<file path="src/rtl/cache_refill_ctrl_pkg.sv">
`default_nettype none
// ============================================================================
//  Module   : cache_refill_ctrl_pkg
//  Purpose  : Shared types, sizes and address-field helpers for the
//             2-way instruction cache refill controller.
//  Revision : 1.0 - initial release
// ============================================================================
package cache_refill_ctrl_pkg;

  localparam int NUM_LINES  = 8;
  localparam int BEAT_W     = 32;
  localparam int LINE_BEATS = 8;
  localparam int LINE_W     = LINE_BEATS * BEAT_W;  // 256
  localparam int TAG_W      = 24;
  localparam int IDX_W      = $clog2(NUM_LINES);
  localparam int CNT_W      = $clog2(LINE_BEATS);

  // Address field slices of a fetch PC
  localparam int OFFSET_HI = 4;
  localparam int OFFSET_LO = 0;
  localparam int INDEX_HI  = 7;
  localparam int INDEX_LO  = 5;
  localparam int HTAG_HI   = 11;
  localparam int HTAG_LO   = 8;
  localparam int MTAG_HI   = 31;
  localparam int MTAG_LO   = 12;

  typedef enum logic [1:0] {
    IDLE  = 2'd0,
    REQ   = 2'd1,
    FILL  = 2'd2,
    WRITE = 2'd3
  } state_t;

  function automatic logic [IDX_W-1:0] addr_index(input logic [31:0] a);
    return a[INDEX_HI:INDEX_LO];
  endfunction

  function automatic logic [TAG_W-1:0] addr_tag(input logic [31:0] a);
    return {a[MTAG_HI:MTAG_LO], a[HTAG_HI:HTAG_LO]};
  endfunction

  // Clears the byte-offset field so the request is line aligned
  function automatic logic [31:0] line_base(input logic [31:0] a);
    return a & ~((32'd1 << (OFFSET_HI - OFFSET_LO + 1)) - 32'd1);
  endfunction

endpackage
`default_nettype wire

</file>
<file path="src/rtl/cache_refill_ctrl_lru_table.sv">
`default_nettype none
// ============================================================================
//  Module   : cache_refill_ctrl_lru_table
//  Purpose  : One replacement bit per index (value = way to evict next).
//             Two write ports: lookup hit and line fill; fill wins on a
//             same-index collision. One combinational read port.
//  Revision : 1.0 - initial release
// ============================================================================
module cache_refill_ctrl_lru_table
  import cache_refill_ctrl_pkg::*;
#(
  parameter int LINES = NUM_LINES
) (
  input  logic                     clk,
  input  logic                     reset,
  input  logic                     hit_we,
  input  logic [$clog2(LINES)-1:0] hit_index,
  input  logic                     hit_way,
  input  logic                     fill_we,
  input  logic [$clog2(LINES)-1:0] fill_index,
  input  logic                     fill_way,
  input  logic [$clog2(LINES)-1:0] rd_index,
  output logic                     rd_way
);

  logic [LINES-1:0] lru;

  // Point each touched index at the other way; the fill write comes last so it overrides a hit on the same index
  always_ff @(posedge clk) begin
    if (!reset) begin
      lru <= '0;
    end else begin
      if (hit_we) lru[hit_index] <= ~hit_way;
      if (fill_we) lru[fill_index] <= ~fill_way;
    end
  end

  assign rd_way = lru[rd_index];

endmodule
`default_nettype wire

</file>
<file path="src/rtl/cache_refill_ctrl.sv">
`default_nettype none
// ============================================================================
//  Module   : cache_refill_ctrl
//  Purpose  : Refill engine for the 2-way instruction cache. Accepts a miss,
//             requests the 32B line, assembles 8 x 32-bit beats and writes
//             data/tag/valid into the LRU victim way.
//  Revision : 1.0 - initial release
// ============================================================================
module cache_refill_ctrl
  import cache_refill_ctrl_pkg::*;
(
  input  logic              clk,
  input  logic              reset,
  input  logic              miss_valid,
  input  logic [31:0]       miss_addr,
  output logic              miss_ready,
  input  logic              acc_valid,
  input  logic [IDX_W-1:0]  acc_index,
  input  logic              acc_way,
  output logic              mem_req,
  output logic [31:0]       mem_addr,
  input  logic              mem_ack,
  input  logic              mem_rvalid,
  input  logic [BEAT_W-1:0] mem_rdata,
  output logic              regWrite_set0,
  output logic              regWrite_set1,
  output logic [IDX_W-1:0]  wr_index,
  output logic [TAG_W-1:0]  in_tag,
  output logic              inp_viv,
  output logic [LINE_W-1:0] inputData,
  output logic              fill_done
);

  localparam logic [CNT_W-1:0] LAST_BEAT = CNT_W'(LINE_BEATS - 1);

  state_t           state;
  logic [CNT_W-1:0] beat_cnt;
  logic             victim;
  logic             lru_way;

  // fill_done is high exactly during the WRITE cycle, so it doubles as the fill-port enable
  cache_refill_ctrl_lru_table #(
    .LINES (NUM_LINES)
  ) u_lru_table (
    .clk        (clk),
    .reset      (reset),
    .hit_we     (acc_valid),
    .hit_index  (acc_index),
    .hit_way    (acc_way),
    .fill_we    (fill_done),
    .fill_index (wr_index),
    .fill_way   (victim),
    .rd_index   (addr_index(miss_addr)),
    .rd_way     (lru_way)
  );

  // Refill FSM with registered handshake/strobe outputs, beat counter and line assembly
  always_ff @(posedge clk) begin
    if (!reset) begin
      state         <= IDLE;
      beat_cnt      <= '0;
      victim        <= 1'b0;
      mem_addr      <= '0;
      in_tag        <= '0;
      wr_index      <= '0;
      inputData     <= '0;
      miss_ready    <= 1'b1;
      mem_req       <= 1'b0;
      regWrite_set0 <= 1'b0;
      regWrite_set1 <= 1'b0;
      inp_viv       <= 1'b0;
      fill_done     <= 1'b0;
    end else begin
      regWrite_set0 <= 1'b0;
      regWrite_set1 <= 1'b0;
      inp_viv       <= 1'b0;
      fill_done     <= 1'b0;
      case (state)
        IDLE: begin
          if (miss_valid) begin
            mem_addr   <= line_base(miss_addr);
            in_tag     <= addr_tag(miss_addr);
            wr_index   <= addr_index(miss_addr);
            victim     <= lru_way;
            beat_cnt   <= '0;
            miss_ready <= 1'b0;
            mem_req    <= 1'b1;
            state      <= REQ;
          end
        end
        REQ: begin
          if (mem_ack) begin
            mem_req <= 1'b0;
            state   <= FILL;
          end
        end
        FILL: begin
          if (mem_rvalid) begin
            inputData[32'(beat_cnt) * BEAT_W +: BEAT_W] <= mem_rdata;
            beat_cnt <= beat_cnt + CNT_W'(1);
            if (beat_cnt == LAST_BEAT) begin
              regWrite_set0 <= ~victim;
              regWrite_set1 <= victim;
              inp_viv       <= 1'b1;
              fill_done     <= 1'b1;
              state         <= WRITE;
            end
          end
        end
        WRITE: begin
          miss_ready <= 1'b1;
          state      <= IDLE;
        end
        default: state <= IDLE;
      endcase
    end
  end

endmodule
`default_nettype wire

</file>
<file path="config.mk">
export PLATFORM = sky130hd
export DESIGN_NAME = cache_refill_ctrl
export DESIGN_NICKNAME = d
export VERILOG_FILES = /design/src/rtl/cache_refill_ctrl_pkg.sv /design/src/rtl/cache_refill_ctrl_lru_table.sv /design/src/rtl/cache_refill_ctrl.sv
export SDC_FILE = /design/constraint.sdc
export NUM_CORES = 1
export LEC_CHECK = 0
export ABC_CLOCK_PERIOD_IN_PS = 5750
export BUFFER_PORTS_ARGS = -buffer_cell sky130_fd_sc_hd__buf_2
export CAP_MARGIN = 20
export CORE_AREA = 4 4 231 233
export CTS_CLUSTER_SIZE = 14
export DETAILED_ROUTE_END_ITERATION = 8
export DIE_AREA = 0 0 235 237
export PLACE_DENSITY = 0.53
export SLEW_MARGIN = 20
export SYNTH_ARGS = -nofsm -noshare
export SYNTH_HDL_FRONTEND = slang
export SYNTH_SLANG_ARGS = --single-unit
</file>
<file path="constraint.sdc">
create_clock -name clk -period 5.75 [get_ports clk]
set_clock_uncertainty 0.2 [all_clocks]
set_input_delay 0.575 -clock clk [delete_from_list [all_inputs] [get_ports clk]]
set_output_delay 0.575 -clock clk [all_outputs]
set_load 0.01 [all_outputs]
</file>
==> flow_summary_export.csv <==
group,metric,value,unit
status,outcome,"finished, final reports clean",
grt,grt_max_degree,184,
critical_path,path_cells,"inv_1 -> ha_2 -> ha_1 -> nand4bb_2 -> nor3_4 -> buf_4 -> nand3_1 -> a21boi_0",
sta,period_share,0.659,
drt,routed_wl,49700,microns
drt,vias,11441,
layout,drive_gt1_frac,0.271,
logic_synthesis,synth_edf_count,0,
clock_network,cts_setup_buffers,0,
floorplan,rows,83,
floorplan,coreArea,0.0512,sq mm
placement,dp_hpwl,33300,microns
floorplan,die_area,0.0557,sq mm
critical_path,cp_slowest_cell,"nand4bb_2",
sta,slew_headroom,0.267,
critical_path,startpoint_type,"flop",
layout,fin_util,0.312,
sta,setup_viol,0,
logic_synthesis,yosys_warnings,0,
layout,diodes,0,
grt,first_global_vias,11138,
clock_network,clock_sinks,302,
floorplan,fp.dieH,237,microns
sta,fin_crit,3.79,ns
clock_network,ctsResizeCount,0,
layout,nNetsFinal,1836,
placement,place_area,0.0147,sq mm
sta,rsz0062_at_grt,"no",
critical_path,cp_data_arrival_time,4.04,ns
drt,ant_nets,0,
drt,vias_per_cell,4.65,
drt,wl_per_cell,20.2,microns
layout,syn_to_final_growth,25.5,%
grt,overflow,0,
power,p_total,5.35,mW
logic_synthesis,yosysUniqueCellTypes,45,
sta,finalMaxSlewViolations,0,
power,power_switching,1.42,mW
critical_path,required,6.00,ns
power,clockPowerShare,0.466,
layout,register_area,0.00605,sq mm
critical_path,reg2reg_to,"inputData[248]",
logic_synthesis,avgSynthCellArea,8.47,sq um
drt,drt_iter0_drc,695,
layout,stdcell_area,0.0160,sq mm
placement,routabilityCongestion,0.788,
job,max_cap_violations,0,
sta,tightest_slew,1.10,ns
floorplan,start_util,0.249,
power,ir_worst_vdd,0.000194,V
clock_network,hold_buffers,0,
critical_path,path_class,"flop to flop",
logic_synthesis,seq_area_frac_synth,0.475,
layout,fill_cells,5409,
critical_path,path_buf_inv,2,
clock_network,cts_buffer_depth,3,
placement,placedCellCount,2394,
sta,tns,0,ns
grt,grt_pass1_wl,72800,microns
critical_path,regToRegSetupSlack,1.96,ns
critical_path,crit_fanout,30,
clock_network,root_buffer,"clkbuf_16",
power,power.leakage,6.53,nW
logic_synthesis,async_flop_share,0,
logic_synthesis,ys.flop_type,"dfxtp_1",
critical_path,cp_slowest_stage_delay,0.86,ns
sta,hold_viol_final,0,
worst_hold_path,hold_class,"input port to flop",
placement,io_buffers,384,
power,comb_power_share,0.117,
logic_synthesis,netlist_area,0.0127,sq mm
clock_network,clkLatencyLatePin,0.53,ns
clock_network,clkTransAtPathRegs,0.06,ns
grt,grt_usage,0.171,
drt,drc,0,
floorplan,die_x,235,microns
layout,multi_input_area,0.00562,sq mm
critical_path,cp_top_family,"simple AND/OR/NAND/NOR gates",
floorplan,pin_count,395,
critical_path,cp_num_cells,8,
clock_network,cts_buffers,37,
critical_path,critPathLaunch,"beat_cnt[0]",
critical_path,setup.worst_path.end,"inputData[248]",
sta,max_freq,264,MHz
critical_path,reg2reg_from,"beat_cnt[0]",
power,swShare,0.265,
power,p_per_area,335,mW/mm^2
layout,stdcell_count,2461,
power,intPower,3.94,mW
critical_path,critical_path.endpoint_type,"flop",
drt,drtPass1Iterations,5,
logic_synthesis,ys_ff_latch,302,
critical_path,ff2ff_path_depth,8,
logic_synthesis,netlist_instances,1502,
grt,antenna_found_initial,0,
power,seqPwrFrac,0.417,
clock_network,htreeDepth,2,
clock_network,cts_tree,"yes",
[metal layers]
metal	global-route usage	part of all wire	wire (microns)
met1	0.225	0.45	22300
met2	0.272	0.46	22700
met3	0.0370	0.058	2910
met4	0.0684	0.036	1780
met5	0	0	0
[metrics by stage]
stage	worst slack, ns	hold slack (ns)
2_1_floorplan	3.28	0.275
3_3_place_gp	1.85	0.238
3_5_place_dp	1.80	0.241
4_1_cts	1.78	0.0401
5_1_grt	1.60	0.0664
6_report	1.96	0.0910
[worst min-delay path, delay by kind of cell]
family | cells | cell delay (ns)
and+or+nand+nor | 1 | 0.04
buffers and inverters | 1 | 0.09
AOI/OAI and AO/OA | 1 | 0.06
[logic make-up (layout without fill, tap and decap cells)]
logic type	after synthesis	after routing	synth area share
AOI/OAI and AO/OA	325	325	0.182
adders and majority gates	9	9	0.00885
buffers and inverters	207	482	0.0871
DFF	302	302	0.475
muxes	15	15	0.0128
other	1	5	0.000295
and+or+nand+nor	643	643	0.234
[power groups by stage]
stage                     Clock, mW  Sequential, mW  Combinational, mW
after global placement            0            2.27              0.625
final                          2.50            2.23              0.626
after global routing           2.65            2.24              0.682
after floorplan                   0            2.29              0.408
after detailed placement          0            2.28              0.634
after CTS                      2.57            2.23              0.635
[layout make-up]
cell class	count	area share
Sequential cell	302	0.379
Clock inverter	12	0.0105
Clock buffer	55	0.0718
Multi-Input combinational cell	997	0.352
Timing Repair Buffer	405	0.132
Inverter	10	0.00235
Tap cell	680	0.0533
[Yosys cell counts, types with 2 or more instances]
library cell  number  share of area
nor2_1             6         0.0018
nand4b_1           5         0.0034
a21boi_0         181           0.11
a21oi_1            5         0.0020
nand3_1          176          0.069
nor3_1             4         0.0016
nand2_1          354           0.10
o21ai_0           48          0.019
and3b_1            2         0.0014
inv_1             10         0.0029
dfxtp_1          302           0.47
o211a_1            2         0.0016
nor3b_1            2         0.0012
o211ai_1           2         0.0012
nand2b_1           4         0.0020
nor3_4             2         0.0026
buf_6              8         0.0071
nor4bb_1           2         0.0016
and3_1             3         0.0015
or2_2              2        0.00098
mux2i_1           14          0.011
and4_1             2         0.0014
a21boi_1          81          0.048
clkbuf_1          89          0.026
ha_1               9         0.0088
o311a_1            2         0.0016
and2_1            29          0.014
buf_4             59          0.035
buf_2             40          0.016
nand4_1           35          0.017
nor4b_1            2         0.0014
nor2b_1            7         0.0034
[worst min-delay path by stage]
stage	startpoint	to	slack, ns	cells after the start
floorplan	inputData[130]	inputData[130]	0.28	2
global placement	inputData[132]	inputData[132]	0.24	2
detailed placement	inputData[132]	inputData[132]	0.24	2
CTS	miss_addr[22]	in_tag[14]	0.04	3
global route	miss_addr[30]	in_tag[22]	0.07	3
finish	miss_addr[30]	in_tag[22]	0.09	3
[cells in the final DEF, fill, tap and decap left out, drive strengths merged, types with 3 or more instances in the layout]
master	netlist	routed
nand4	35	35
nor2	6	6
and2	29	29
nand3	176	176
and3	3	3
clkbuf	89	56
inv	10	11
buf	108	404
o21ai	48	48
nand2	354	354
nor3	6	6
ha	9	9
nand4b	5	5
mux2i	14	14
clkinv	0	7
nand2b	4	4
dfxtp	302	302
or2	3	3
conb	1	5
a21oi	5	5
bufinv	0	4
nor2b	7	7
a21boi	262	262
[state kept, by name, indices dropped and copies added (netlist names)]
name,cells
inputData,256
in_tag,23
u_lru_table.lru,8
beat_cnt,3
mem_addr,2
state,2
wr_index,2
fill_done,1
mem_req,1
miss_ready,1
regWrite_set0,1
regWrite_set1,1
victim,1
(Power assumes the default switching activity.)
